`src/rtl/tpu_pkg.sv`:
```
// tpu_pkg: datapath defaults shared across the TPU blocks and the unified-buffer FSM states
package tpu_pkg;
  localparam int TPU_DATA_W = 8;
  localparam int TPU_LANES = 2;
  typedef enum logic [1:0] {IDLE, STREAM, DRAIN} ub_state_t;
endpackage

```
`src/rtl/ub_stream_buffer_if.sv`:
```
// ub_stream_buffer_if: row-write, stream-command and skewed-stream signals of the unified buffer
interface ub_stream_buffer_if import tpu_pkg::*; #(
  parameter int DATA_W = TPU_DATA_W,
  parameter int LANES = TPU_LANES,
  parameter int DEPTH = 4,
  localparam int ADDR_W = $clog2(DEPTH)
);
  logic                    wr_en;
  logic [ADDR_W-1:0]       wr_addr;
  logic [LANES-1:0]        wr_mask;
  logic [LANES*DATA_W-1:0] wr_data;
  logic                    start;
  logic [ADDR_W-1:0]       rd_base;
  logic [ADDR_W:0]         rd_len;
  logic [LANES-1:0]        rd_valid;
  logic [LANES*DATA_W-1:0] rd_data;
  logic                    busy;
  logic                    done;
  modport master (output wr_en, wr_addr, wr_mask, wr_data, start, rd_base, rd_len,
                  input rd_valid, rd_data, busy, done);
  modport slave (input wr_en, wr_addr, wr_mask, wr_data, start, rd_base, rd_len,
                 output rd_valid, rd_data, busy, done);
endinterface

```
`src/rtl/ub_skew_line.sv`:
```
// ub_skew_line: fixed-delay data+valid line; data is forced to zero whenever valid is low
module ub_skew_line #(
  parameter int DELAY = 1,
  parameter int DATA_W = 8
) (
  input  logic              clk,
  input  logic              rst,
  input  logic              in_valid,
  input  logic [DATA_W-1:0] in_data,
  output logic              out_valid,
  output logic [DATA_W-1:0] out_data
);
  if (DELAY == 0) begin : g_pass
    logic unused_clk_rst;
    assign unused_clk_rst = clk | rst;
    assign out_valid = in_valid;
    assign out_data = in_valid ? in_data : '0;
  end else begin : g_pipe
    logic [DELAY-1:0] v;
    logic [DELAY-1:0][DATA_W-1:0] d;
    always_ff @(posedge clk)
      if (rst) begin
        v <= '0;
        d <= '0;
      end else begin
        v[0] <= in_valid;
        d[0] <= in_valid ? in_data : '0;
        for (int i = 1; i < DELAY; i++) begin
          v[i] <= v[i-1];
          d[i] <= d[i-1];
        end
      end
    assign out_valid = v[DELAY-1];
    assign out_data = d[DELAY-1];
  end
endmodule

```
`src/rtl/ub_stream_buffer.sv`:
```
// ub_stream_buffer: masked-write row buffer streaming a wrapping row range with per-lane diagonal skew
module ub_stream_buffer import tpu_pkg::*; #(
  parameter int DATA_W = TPU_DATA_W,
  parameter int LANES = TPU_LANES,
  parameter int DEPTH = 4,
  localparam int ADDR_W = $clog2(DEPTH)
) (
  input logic clk,
  input logic rst,
  ub_stream_buffer_if.slave bus
);
  localparam int CNT_W = $clog2((DEPTH > LANES ? DEPTH : LANES) + 1);
  logic [LANES-1:0][DATA_W-1:0] mem [DEPTH];
  ub_state_t state_q, state_d;
  logic [CNT_W-1:0] cnt_q, cnt_d;
  logic [ADDR_W-1:0] addr_q, addr_d;
  logic done_q, done_d, len_ok;
  always_ff @(posedge clk)
    if (rst) for (int r = 0; r < DEPTH; r++) mem[r] <= '0;
    else if (bus.wr_en && 32'(bus.wr_addr) < DEPTH)
      for (int l = 0; l < LANES; l++)
        if (bus.wr_mask[l]) mem[bus.wr_addr][l] <= bus.wr_data[l*DATA_W +: DATA_W];
  assign len_ok = bus.rd_len != '0 && 32'(bus.rd_len) <= DEPTH;
  always_ff @(posedge clk)
    if (rst) begin
      state_q <= IDLE;
      cnt_q <= '0;
      addr_q <= '0;
      done_q <= 1'b0;
    end else begin
      state_q <= state_d;
      cnt_q <= cnt_d;
      addr_q <= addr_d;
      done_q <= done_d;
    end
  // done_q marks the trailing cycle after the skew has drained; busy covers it too
  always_comb begin
    state_d = state_q;
    cnt_d = cnt_q;
    addr_d = addr_q;
    done_d = 1'b0;
    case (state_q)
      IDLE: if (bus.start && !done_q && len_ok) begin
        state_d = STREAM;
        cnt_d = CNT_W'(bus.rd_len);
        addr_d = bus.rd_base;
      end
      STREAM: begin
        cnt_d = cnt_q - CNT_W'(1);
        addr_d = 32'(addr_q) == DEPTH - 1 ? '0 : addr_q + ADDR_W'(1);
        if (cnt_q == CNT_W'(1)) begin
          state_d = LANES > 1 ? DRAIN : IDLE;
          cnt_d = CNT_W'(LANES - 1);
          done_d = LANES == 1;
        end
      end
      DRAIN: begin
        cnt_d = cnt_q - CNT_W'(1);
        if (cnt_q == CNT_W'(1)) begin
          state_d = IDLE;
          done_d = 1'b1;
        end
      end
      default: state_d = IDLE;
    endcase
  end
  assign bus.busy = state_q != IDLE || done_q;
  assign bus.done = done_q;
  // lane 0 reads the array during the issue cycle; later lanes capture that read at the closing edge
  for (genvar l = 0; l < LANES; l++) begin : g_lane
    ub_skew_line #(.DELAY(l), .DATA_W(DATA_W)) u_skew (
      .clk(clk),
      .rst(rst),
      .in_valid(state_q == STREAM),
      .in_data(mem[addr_q][l]),
      .out_valid(bus.rd_valid[l]),
      .out_data(bus.rd_data[l*DATA_W +: DATA_W])
    );
  end
endmodule
```
`src/flat_wrapper.sv`:
```
// flat-port wrapper written by rule: the top's interface ports become plain ports
module ub_stream_buffer_flat import tpu_pkg::*;
#(
  parameter int DATA_W = TPU_DATA_W,
  parameter int LANES = TPU_LANES,
  parameter int DEPTH = 4,
  localparam int ADDR_W = $clog2(DEPTH)
)
  (clk, rst, bus_wr_en, bus_wr_addr, bus_wr_mask, bus_wr_data, bus_start, bus_rd_base, bus_rd_len, bus_rd_valid, bus_rd_data, bus_busy, bus_done);
  ub_stream_buffer_if #(.DATA_W(DATA_W), .LANES(LANES), .DEPTH(DEPTH)) bus_i ();
  input logic clk;
  input logic rst;
  input wire logic [$bits(bus_i.wr_en)-1:0] bus_wr_en;
  input wire logic [$bits(bus_i.wr_addr)-1:0] bus_wr_addr;
  input wire logic [$bits(bus_i.wr_mask)-1:0] bus_wr_mask;
  input wire logic [$bits(bus_i.wr_data)-1:0] bus_wr_data;
  input wire logic [$bits(bus_i.start)-1:0] bus_start;
  input wire logic [$bits(bus_i.rd_base)-1:0] bus_rd_base;
  input wire logic [$bits(bus_i.rd_len)-1:0] bus_rd_len;
  output wire logic [$bits(bus_i.rd_valid)-1:0] bus_rd_valid;
  output wire logic [$bits(bus_i.rd_data)-1:0] bus_rd_data;
  output wire logic [$bits(bus_i.busy)-1:0] bus_busy;
  output wire logic [$bits(bus_i.done)-1:0] bus_done;
  assign bus_i.wr_en = bus_wr_en;
  assign bus_i.wr_addr = bus_wr_addr;
  assign bus_i.wr_mask = bus_wr_mask;
  assign bus_i.wr_data = bus_wr_data;
  assign bus_i.start = bus_start;
  assign bus_i.rd_base = bus_rd_base;
  assign bus_i.rd_len = bus_rd_len;
  assign bus_rd_valid = bus_i.rd_valid;
  assign bus_rd_data = bus_i.rd_data;
  assign bus_busy = bus_i.busy;
  assign bus_done = bus_i.done;
  ub_stream_buffer #(.DATA_W(DATA_W), .LANES(LANES), .DEPTH(DEPTH)) u_core (.clk(clk), .rst(rst), .bus(bus_i));
endmodule
```
`config.mk`:
```
export PLATFORM = sky130hd
export DESIGN_NAME = ub_stream_buffer_flat
export DESIGN_NICKNAME = d
export VERILOG_FILES = /design/src/rtl/tpu_pkg.sv /design/src/rtl/ub_stream_buffer_if.sv /design/src/rtl/ub_skew_line.sv /design/src/rtl/ub_stream_buffer.sv /design/src/flat_wrapper.sv
export SDC_FILE = /design/constraint.sdc
export NUM_CORES = 1
export LEC_CHECK = 0
export CORE_ASPECT_RATIO = 0.5
export CORE_MARGIN = 1
export CORE_UTILIZATION = 44
export DETAILED_ROUTE_END_ITERATION = 8
export PLACE_DENSITY = 0.65
export RECOVER_POWER = 100
export SKIP_LAST_GASP = 1
export SLEW_MARGIN = 20
export SYNTH_ARGS = -nofsm -noshare
export SYNTH_HDL_FRONTEND = slang
export SYNTH_HIERARCHICAL = 1
export SYNTH_SLANG_ARGS = --single-unit
```
`constraint.sdc`:
```
create_clock -name clk -period 2.9 [get_ports clk]
set_input_delay 0.58 -clock clk [delete_from_list [all_inputs] [get_ports clk]]
set_output_delay 0.58 -clock clk [all_outputs]
set_load 0.05 [all_outputs]
```
* After elaboration in Yosys (flattened, before gate mapping)
Memory sizes are Yosys's and may differ from the RTL's. A register that Yosys moved wholly into a read port is not among the register bits.
Index checks and enable logic that the tools add are counted.
** Operators by class
- Add/sub/neg operators :: 2
- Order comparisons :: 1
- Eq/ne operators :: 7
- Mux-type cells :: 27
- Bitwise gates (word level) :: 2
- Reduce and logical (&&, ||, !) cells :: 16
** Operators by type and width (count)
- $mux 2 :: 9
- $mux 16 :: 1
- $reduce_or 16->1 :: 1
- $mux 1 :: 11
- $pmux 3 s3 :: 1
- $mux 8 :: 1
- $mux 3 :: 2
- $ne 2x1->1 const B :: 3
- $pmux 2 s3 :: 1
- $reduce_bool 3->1 :: 2
- $eq 2x2->1 const B :: 2
- $pmux 2 s2 :: 1
- $reduce_and 2->1 :: 2
- $reduce_bool 2->1 :: 2
- $reduce_or 2->1 :: 2
- $eq 3x1->1 const B :: 1
- $le 3x3->1 const B :: 1
- $logic_and 1x1->1 :: 3
- $reduce_and 3->1 :: 1
- $sub 3x1->3 const B :: 1
- $add 2x1->2 const B :: 1
- $eq 2x1->1 const B :: 1
- $logic_not 2->1 :: 1
- $not 1->1 :: 2
- other kinds (2) :: 2
** Storage, ports and cells
- Register bits :: 17
- RAM bits :: 64
- Input port bits :: 29
- Output and inout port bits :: 20
- Logic and storage cells :: 62
- Memories kept :: 1
** Memories
- u_core.mem :: depth 4, width 16, read ports 1, clocked after Yosys merged registers in 1, write ports 4, line ub_stream_buffer.sv:13 : logic [LANES-1:0][DATA_W-1:0] mem [DEPTH];

* Depth between registers and ports, before layout
- Word-level depth :: 7
- Mapped depth :: 8
- Depth with buffers taken out :: 6

* Cells and area by module
Netlist, hierarchy kept.
** Modules (own cells, without submodules)
- ub_stream_buffer :: times used 1, cells an instance 254, area each 3439.5 um^2, sequential area each 2122.0 um^2
- ub_skew_line at u_core.g_lane[1].u_skew :: times used 1, cells an instance 18, area each 256.5 um^2, sequential area each 180.2 um^2
- ub_skew_line at u_core.g_lane[0].u_skew :: times used 1, cells an instance 9, area each 57.6 um^2, sequential area each 0.0 um^2

* Worst setup path before layout
No wires, ideal clock.
- Path kind :: reg2out
- Start point :: register with a tool-made name
- End point :: output port bus_rd_data[5]
- Data arrival time :: 1656 ps
- Data required time :: 2320 ps
- Slack :: 664 ps
- Cell stages (with the launch flop) :: 5
- Path buffers :: 2
- Cell sequence :: dfxtp_1 > buf_2 > buf_2 > mux4_2 > and2_1
** RTL lines
- end, declared :: line flat_wrapper.sv:21 : output wire logic [$bits(bus_i.rd_data)-1:0] bus_rd_data;

* Final worst setup path
- Start point :: input port bus_rd_len[1]
- End point :: register u_core.cnt_q[1]
** On the way
- Longest elaborated chain between the ends :: 5
- Elaborated cells on any way between the ends :: 8
- Classes of those cells :: order compare: 1; eq/ne: 1; mux: 2; reduce/logical: 4
** RTL lines
- start, declared :: line flat_wrapper.sv:19 : input wire logic [$bits(bus_i.rd_len)-1:0] bus_rd_len;
- $le 3x3->1 / $reduce_bool 3->1 (equally long branches) :: line ub_stream_buffer.sv:23 : assign len_ok = bus.rd_len != '0 && 32'(bus.rd_len) <= DEPTH;
- $logic_and 1x1->1 :: line ub_stream_buffer.sv:23
- $logic_and 1x1->1 :: line ub_stream_buffer.sv:43 : IDLE: if (bus.start && !done_q && len_ok) begin
- $ne 2x1->1 (no source line)
- $reduce_and 2->1 (no source line)
- end signal, assigned :: line ub_stream_buffer.sv:32 : cnt_q <= cnt_d;
- end, declared :: line ub_stream_buffer.sv:15 : logic [CNT_W-1:0] cnt_q, cnt_d;
Several ways; a longest one is shown, not always the timed one. The select of a mux whose other input is x is not followed.
A chain may end at the register's enable or synchronous reset.

==> reports/qor.yml <==
grt_max_degree: 27
layout_min_cycle_time_ns: 2.701
synth.top_cells.by_count: "edfxtp_1 (64), nor2_1 (36), and2_1 (25), inv_1 (22), nand2_1 (20)"
arrival_ns: 2.95
fin_nets: 377
setup-violations-final: 0
placed_cell_area_sq_um: 4377
yosys_warnings: 6
ioPinCount: 49
cp-start-kind: "input port"
rsz0062_at_grt: "false"
ir_drop_uv: 340.9
drtAntennaViolNets: 0
whs_endpoint: "u_core/cnt_q[1]"
hold_viol_final: 0
hpwlAfterDp_um: 5137
min_period_over_period: 0.9313
fin_total_pwr_uw: 3207
synth_edf_count: 64
antenna_found_initial: 0
synth.avg_cell_area_sq_um: 13.36
max_cap_viol_count: 0
chipHeight_um: 67.31
drive_gt1_frac: 0.1594
seq_area_frac_synth: 0.6133
grt_pass1_vias: 2360
dieWidth_um: 132.6
drc: 0
slew_viol_final: 0
path_max_fanout: 6
p_leak_uw: 0.001777
worst_setup_path_end_kind: "flip-flop"
vias_per_cell: 5.070
cts.clk_slew.worst_paths_ns: 0.06
die_area_sq_um: 8927
holdWs_ns: 0.4741
crit_type: "in2reg"
dr.pass1.iters: 4
drt_wl_total_um: 7477
syn-num-nets: 318
cts.sinks: 83
hold_start: "u_core/cnt_q[1]"
yosys.area.top_type: "edfxtp_1"
grtUsageTotal: 0.1845
initial_core_util: 0.4609
status: "complete, no violations"
syn2layout_area_growth_pct: 23.03
whs_path_depth: 2
route.vias.total: 2317
rows: 23
netlist_area_sq_um: 3754
drt-initial-drc-count: 171
grt_pass1_wl_um: 11910
ctsResizeCount: 0
synth_top_area_frac: 0.5120
wl_per_cell_um: 16.36
gp_congestion: 0.7553
cts_buffer_depth: 2
synth_area_leaders: "edfxtp_1 (51%), dfxtp_1 (10%), mux4_2 (9.6%), and2_1 (4.2%), nor2_1 (3.6%)"
rr_worst_depth: 4
synth_most_common_cell: "edfxtp_1"
ys_ff_latch: 83
portBuffers: 48
fin_area_sq_um: 4618
worst-r2r-setup-slack_ns: 0.70
relSlewSlack: 0.1691
synth_cell_types: 41
fmax_ghz: 0.3703
cts-root-buf: "clkbuf_16"
setup_tns_ns: 0
cts.htree.levels: 3
required_ns: 3.15
diodes: 0
power.density_nw_per_um2: 694.5
overflow: 0
cts_setup_buffers: 0
hold_path.class: "reg2reg"
cts-buffers-inserted: 9
holdBufCountCts: 0
skew_ns: 0.007451
worstReg2RegEnd: "u_core/cnt_q[1]"
r2r-start: "u_core/state_q[1]"
async_flop_share: 0
insertion_delay_ns: 0.33
tightest_slew_ns: 1.230
core-area_sq_um: 8144
syn_inst: 281
cts_tree: "done"
synthFlopType: "edfxtp_1"
-- stage by stage --
stage / setup slack (ns) / util / instances
after global routing: 0.1290 / 0.5671 / 457
after global placement: 0.4710 / 0.5374 / 441
after detailed placement: 0.3481 / 0.5374 / 441
final: 0.1994 / 0.5671 / 457
after CTS: 0.2807 / 0.5727 / 457
after floorplan: 0.6638 / - / 281
-- critical path: stages --
cell	delay, ns
dlygate4sd3_1	0.59
o21a_1	0.24
o41ai_1	1.05
o2111ai_1	0.29
a21oi_1	0.20
-- cells by family after synthesis --
group	share of synthesized area
compound gates	0.05400
fa+ha+maj	0.02667
buf+inv	0.03533
flops	0.6133
mux	0.1070
simple gates	0.1637
-- cell usage in the layout (no fill, tap or decap), types with 2 or more instances in the layout --
cell type | Yosys | layout
inv_1 | 22 | 22
nor2_1 | 36 | 36
or2_0 | 0 | 2
a21oi_1 | 3 | 3
and2_1 | 25 | 18
and2_0 | 0 | 7
nand2_1 | 20 | 20
clkbuf_2 | 0 | 9
o31ai_1 | 2 | 2
clkinvlp_4 | 0 | 2
clkbuf_1 | 4 | 3
o21a_1 | 1 | 2
clkdlybuf4s50_1 | 0 | 26
nor2b_1 | 3 | 3
mux4_2 | 16 | 16
mux2i_1 | 3 | 3
edfxtp_1 | 64 | 64
dlygate4sd3_1 | 0 | 13
a41o_1 | 2 | 2
clkinv_2 | 0 | 2
nand4b_1 | 2 | 2
a211oi_1 | 2 | 2
clkbuf_16 | 0 | 9
buf_4 | 2 | 9
dfxtp_1 | 19 | 19
and3b_1 | 8 | 8
nand3_1 | 3 | 3
ha_1 | 8 | 8
nand2b_1 | 10 | 10
nor3b_2 | 2 | 2
-- report_power, final --
part / switching, uW / total [uW] / internal (uW)
Combinational: 403 / 680 / 277
Sequential: 52.9 / 1430 / 1380
Clock: 433 / 1100 / 664
Total: 889 / 3210 / 2320
-- final cells by class --
type	count	area, sq um
clock inverter	5	55.05
fill	683	3526
multi-input combinational	166	1299
clock buffer	11	232.7
timing repair buffer	58	506.7
tap	112	140.1
inverter	22	82.58
sequential	83	2302
-- layer usage --
metal	part of all wire	GRT usage
met1	0.44	0.2156
met2	0.51	0.3329
met3	0.036	0.04880
met4	0.012	0.07615
met5	0	0
-- registers in the layout, indices dropped and copies added, names as in the netlist, named ones only --
| name | count |
|---|---|
| u_core/bus.done | 1 |
| u_core/state_q | 2 |
| u_core/addr_q | 2 |
| u_core/g_lane.u_skew/out_valid | 1 |
| u_core/mem | 64 |
| u_core/cnt_q | 3 |
| u_core/g_lane.u_skew/out_data | 8 |
-- worst max-delay path by stage --
stage,from,to,slack [ns],cells after the start
6_report,bus_rd_len[1],u_core/cnt_q[1],0.20,5
4_1_cts,flip-flop,bus_rd_data[0],0.28,3
5_1_grt,rst,u_core/mem[2][11],0.13,3
3_3_place_gp,bus_wr_en,u_core/mem[2][10],0.47,6
2_1_floorplan,flip-flop,bus_rd_data[5],0.66,4
3_5_place_dp,bus_wr_en,u_core/mem[2][10],0.35,6
(Power assumes the default switching activity.)
